### src/rtl/fetch_stage.sv
// Instruction-fetch stage with IF/ID pipeline register for the RV32 core.
// Holds the PC, captures the fetched word, and honours stall and branch redirect.
module fetch_stage #(
    parameter int               XLEN      = 32,
    parameter logic [XLEN-1:0]  RESET_PC  = '0,
    parameter logic [31:0]      NOP_INSTR = 32'h0000_0013
) (
    input  logic            clk,
    input  logic            rst,
    input  logic            stall,
    input  logic            branch_taken,
    input  logic [XLEN-1:0] branch_target,
    output logic [XLEN-1:0] imem_addr,
    input  logic [31:0]     imem_rdata,
    output logic [XLEN-1:0] pc,
    output logic [XLEN-1:0] if_id_pc,
    output logic [31:0]     if_id_instr,
    output logic            if_id_valid,
    output logic [6:0]      opcode,
    output logic [2:0]      funct3,
    output logic [4:0]      rd,
    output logic [4:0]      rs1,
    output logic [4:0]      rs2,
    output logic [31:0]     stall_count,
    output logic [31:0]     flush_count
);

    localparam logic [XLEN-1:0] PC_STEP = XLEN'(4);

    function automatic logic [31:0] sat_inc(input logic [31:0] count);
        return (count == 32'hFFFF_FFFF) ? count : count + 32'd1;
    endfunction

    always_ff @(posedge clk) begin
        if (rst) begin
            pc          <= RESET_PC;
            if_id_pc    <= '0;
            if_id_instr <= NOP_INSTR;
            if_id_valid <= 1'b0;
            stall_count <= '0;
            flush_count <= '0;
        end else if (branch_taken) begin
            // Redirect wins over stall: the wrong-path word in ID is replaced by a bubble.
            pc          <= {branch_target[XLEN-1:2], 2'b00};
            if_id_pc    <= '0;
            if_id_instr <= NOP_INSTR;
            if_id_valid <= 1'b0;
            flush_count <= sat_inc(flush_count);
        end else if (stall) begin
            stall_count <= sat_inc(stall_count);
        end else begin
            pc          <= pc + PC_STEP;
            if_id_pc    <= pc;
            if_id_instr <= imem_rdata;
            if_id_valid <= 1'b1;
        end
    end

    assign imem_addr = pc;
    assign opcode    = if_id_instr[6:0];
    assign funct3    = if_id_instr[14:12];
    assign rd        = if_id_instr[11:7];
    assign rs1       = if_id_instr[19:15];
    assign rs2       = if_id_instr[24:20];

endmodule

### config.mk
export PLATFORM = sky130hd
export DESIGN_NAME = fetch_stage
export DESIGN_NICKNAME = d
export VERILOG_FILES = /design/src/rtl/fetch_stage.sv
export SDC_FILE = /design/constraint.sdc
export NUM_CORES = 1
export LEC_CHECK = 0
export ABC_AREA = 1
export BUFFER_PORTS_ARGS = -buffer_cell sky130_fd_sc_hd__buf_2
export CAP_MARGIN = 5
export CORE_MARGIN = 5
export CORE_UTILIZATION = 53
export CTS_BUF_LIST = sky130_fd_sc_hd__clkbuf_4
export DETAILED_ROUTE_END_ITERATION = 12
export GPL_TIMING_DRIVEN = 0
export PLACE_DENSITY = 0.93
export SKIP_CTS_REPAIR_TIMING = 1
export SYNTH_ARGS = -nofsm -noshare
export SYNTH_HDL_FRONTEND = slang
export SYNTH_SLANG_ARGS = --single-unit
export TNS_END_PERCENT = 20
### constraint.sdc
create_clock -name clk -period 1.77 [get_ports clk]
set_input_delay 0.4425 -clock clk [delete_from_list [all_inputs] [get_ports clk]]
set_output_delay 0.4425 -clock clk [all_outputs]
set_load 0.03 [all_outputs]
==> run_summary.xml <==
<?xml version="1.0" encoding="UTF-8"?>
<metrics>
  <group name="outcome">
    <metric name="status" unit="">finished clean</metric>
  </group>
  <group name="yosys">
    <metric name="synth_top_cell_area_share" unit="%">35.8</metric>
    <metric name="largest_area_contributor_in_the_netlist" unit="">dfxtp_1</metric>
    <metric name="ffs_latches_synth" unit="">157</metric>
    <metric name="dominantRegCellSynth" unit="">dfxtp_1</metric>
    <metric name="synth_cell_type_count" unit="">34</metric>
    <metric name="syn_area" unit="sq mm">0.00878</metric>
    <metric name="ys_top_cells_by_area" unit="">dfxtp_1, nand2_1, a21oi_1</metric>
    <metric name="synthesis.instances" unit="">1373</metric>
    <metric name="synthArstFlopShare" unit="%">0</metric>
    <metric name="yosys_warn_count" unit="">0</metric>
    <metric name="synth-edff-count" unit="">0</metric>
    <metric name="postSynthAreaPerCell" unit="sq um">6.39</metric>
    <metric name="seq_area_frac_synth" unit="%">35.8</metric>
    <metric name="synth.top_cells.by_count" unit="">nand2_1, nor2_1, dfxtp_1</metric>
    <metric name="yosys.cell_count.top_type" unit="">nand2_1</metric>
  </group>
  <group name="sta">
    <metric name="fin_clk_skew" unit="ps">18.2</metric>
    <metric name="min_period_over_period" unit="%">97.8</metric>
    <metric name="timing.final.crit_period" unit="ps">1730</metric>
    <metric name="hold-worst-slack" unit="ps">37.8</metric>
    <metric name="timing.final.max_slew_violations" unit="">0</metric>
    <metric name="setup_viol" unit="">0</metric>
    <metric name="final-hold-violation-count" unit="">0</metric>
    <metric name="clock.fmax" unit="GHz">0.577</metric>
    <metric name="grt_setup_unrepaired" unit="">yes</metric>
    <metric name="worst_pin_slew" unit="ps">685</metric>
    <metric name="maxSlewHeadroom" unit="%">54.3</metric>
    <metric name="smallest_setup_slack_after_layout" unit="ps">38.3</metric>
  </group>
  <group name="routing">
    <metric name="detailed_router_s_first_iteration_violation_count" unit="">731</metric>
    <metric name="detailed_routing_iteration_count_for_the_pre_antenna_repair_pass" unit="">7</metric>
    <metric name="route.detailed.drc" unit="">0</metric>
    <metric name="routed_wl" unit="mm">30.6</metric>
    <metric name="detail_route.vias_per_cell" unit="">5.31</metric>
    <metric name="detail-route-antenna-nets" unit="">0</metric>
    <metric name="route.detailed.wl_per_inst" unit="um">16.0</metric>
    <metric name="vias" unit="">10200</metric>
  </group>
  <group name="clocking">
    <metric name="tritoncts" unit="">yes</metric>
    <metric name="htreeDepth" unit="">4</metric>
    <metric name="cts_inserted_buffers" unit="">17</metric>
    <metric name="clock_tree.root_cell" unit="">clkbuf_4</metric>
    <metric name="clkTransAtPathRegs" unit="ps">150</metric>
    <metric name="worst_skew_pair.late_latency" unit="ps">590</metric>
    <metric name="numClockSinks" unit="">157</metric>
    <metric name="clock_tree.buffer_depth" unit="">2</metric>
  </group>
  <group name="finish">
    <metric name="drive_above_1_share" unit="%">32.8</metric>
    <metric name="register_area" unit="sq mm">0.00337</metric>
    <metric name="fin_util" unit="%">69.2</metric>
    <metric name="multi_input_area" unit="sq mm">0.00477</metric>
    <metric name="nets" unit="">1754</metric>
    <metric name="num-fill-cells" unit="">1386</metric>
    <metric name="synthToLayoutAreaGrowth" unit="%">29.3</metric>
  </group>
  <group name="setup_path">
    <metric name="critical_path.startpoint_type" unit="">flop</metric>
    <metric name="worst-endpoint-required" unit="ps">1330</metric>
    <metric name="reg2reg_setup_slack" unit="ps">80</metric>
    <metric name="crit_start" unit="">imem_addr[3]</metric>
    <metric name="rr_endpoint" unit="">flush_count[16]</metric>
    <metric name="crit_reg_reg_startpoint" unit="">flush_count[0]</metric>
    <metric name="r2r.worst_path.cells" unit="">9</metric>
    <metric name="worst-setup-path-type" unit="">flop to output pin</metric>
    <metric name="critical_path_peak_fanout" unit="">6</metric>
    <metric name="critPathCaptureType" unit="">output pin</metric>
    <metric name="worst_ep_arrival_time" unit="ps">1290</metric>
    <metric name="critPathCapture" unit="">pc[3]</metric>
  </group>
  <group name="place">
    <metric name="gpl.final_weighted_congestion" unit="">0.985</metric>
    <metric name="io_buffer_count" unit="">274</metric>
    <metric name="preCtsSetupSlack" unit="ps">-300</metric>
    <metric name="post-dp-hpwl" unit="mm">23.3</metric>
  </group>
  <group name="run">
    <metric name="cap_viol_max_count" unit="">0</metric>
  </group>
  <group name="floorplan">
    <metric name="design.die.area" unit="sq mm">0.0192</metric>
    <metric name="die-width" unit="um">139</metric>
    <metric name="die_h" unit="um">139</metric>
    <metric name="floorplan.initialDensity" unit="%">53.5</metric>
    <metric name="rows" unit="">47</metric>
    <metric name="ios" unit="">286</metric>
    <metric name="floorplan.core_area" unit="sq mm">0.0164</metric>
  </group>
  <group name="worst_hold_path">
    <metric name="min_delay_path_depth" unit="">3</metric>
    <metric name="min_path_type" unit="">primary input to flop</metric>
  </group>
  <group name="grt">
    <metric name="grt-ovfl-total" unit="">0</metric>
    <metric name="via_count_of_the_first_global_routing_pass" unit="">9414</metric>
    <metric name="pin_count_of_the_biggest_net_entering_global_routing" unit="">17</metric>
    <metric name="total_global_route_track_usage" unit="%">29.5</metric>
    <metric name="grt_antenna_before_repair" unit="">4</metric>
    <metric name="first_pass_grt_wire_length" unit="mm">47.0</metric>
  </group>
  <group name="power">
    <metric name="powerDensity" unit="mW/mm^2">644</metric>
    <metric name="irDropWorstVdd" unit="uV">330</metric>
    <metric name="leakagePower" unit="nW">5.03</metric>
  </group>
</metrics>
==> per-layer routing <==
layer	GRT usage [%]	wire length, um	vias to the layer above
met3	6.93	2550	108
met2	51.8	15100	508
met5	0	26	-
met1	34.3	11700	4657
li1	-	-	4916
met4	12.7	1270	4
==> area by class of cell <==
| cell class | count | area share (%) |
|---|---|---|
| Multi-Input combinational cell | 1011 | 42.0 |
| Sequential cell | 157 | 29.7 |
| Timing Repair Buffer | 286 | 13.6 |
| Buffer | 111 | 6.24 |
| Inverter | 99 | 3.27 |
| Tap cell | 220 | 2.42 |
| Clock inverter | 15 | 1.58 |
| Clock buffer | 17 | 1.12 |
| Antenna cell | 2 | 0.0441 |
==> registers in the layout, indices dropped and copies added, names as in the netlist <==
name         flops
flush_count     32
if_id_instr     32
stall_count     32
if_id_pc        30
imem_addr       30
if_id_valid      1
==> power breakdown <==
part	total, W	internal [W]	switching [W]
combinational	0.00120	0.000409	0.000793
clock	0.00237	0.000893	0.00148
sequential	0.00374	0.00361	0.000130
total	0.00731	0.00491	0.00240
==> layout by cell type, fill, tap and decap left out, drive strengths merged <==
| master | count |
|---|---|
| nor3b | 2 |
| conb | 6 |
| nand3 | 65 |
| nor3 | 8 |
| clkbuf | 54 |
| ha | 3 |
| and2 | 1 |
| dfxtp | 157 |
| nand3b | 20 |
| a31oi | 7 |
| inv | 107 |
| nand2 | 497 |
| a22o | 4 |
| a21oi | 133 |
| clkinvlp | 2 |
| clkinv | 3 |
| o21ai | 54 |
| o211ai | 1 |
| diode | 2 |
| xor2 | 27 |
| nor2 | 167 |
| or3 | 1 |
| buf | 360 |
| bufinv | 2 |
| nand4 | 8 |
| xnor2 | 7 |
==> critical path, cell delays in order, from the launching register on <==
cell	delay (ps)
dfxtp_4	410
buf_4	140
buf_4	160
==> stage by stage <==
| step | area (sq um) | cells | power, W | setup TNS [ps] |
|---|---|---|---|---|
| 2_1_floorplan | 8800 | 1378 | 0.00456 | -1770 |
| 3_3_place_gp | 10400 | 1872 | 0.00494 | -18710 |
| 3_5_place_dp | 10400 | 1872 | 0.00496 | -20860 |
| 4_1_cts | 10800 | 1904 | 0.00728 | -12000 |
| 5_1_grt | 11400 | 1918 | 0.00761 | -429 |
| 6_report | 11400 | 1918 | 0.00731 | 0 |
==> kinds of logic (layout without fill, tap and decap cells) <==
kind of cell             count (synthesis)  after routing  share of synthesized area, %
AO/OA/AOI/OAI                          199            199                          12.1
XOR/XNOR                                34             34                          3.39
adder cells (fa/ha/maj)                  3              3                         0.428
buffers and inverters                  210            528                          12.1
flip-flops                             157            157                          35.8
other                                    1              8                        0.0427
AND/OR/NAND/NOR                        769            769                          36.1
==> how the worst min path moves through the flow <==
stage / from / to / slack (ps)
final: imem_rdata[1] / if_id_instr[1] / 40
after detailed placement: if_id_instr[30] / if_id_instr[30] / 450
after CTS: imem_rdata[0] / if_id_instr[0] / 30
after global routing: imem_rdata[4] / if_id_instr[4] / 10
after floorplan: imem_rdata[0] / if_id_instr[0] / 560
after global placement: if_id_instr[28] / if_id_instr[28] / 440
No activity file was read; power rests on OpenSTA's default activity.
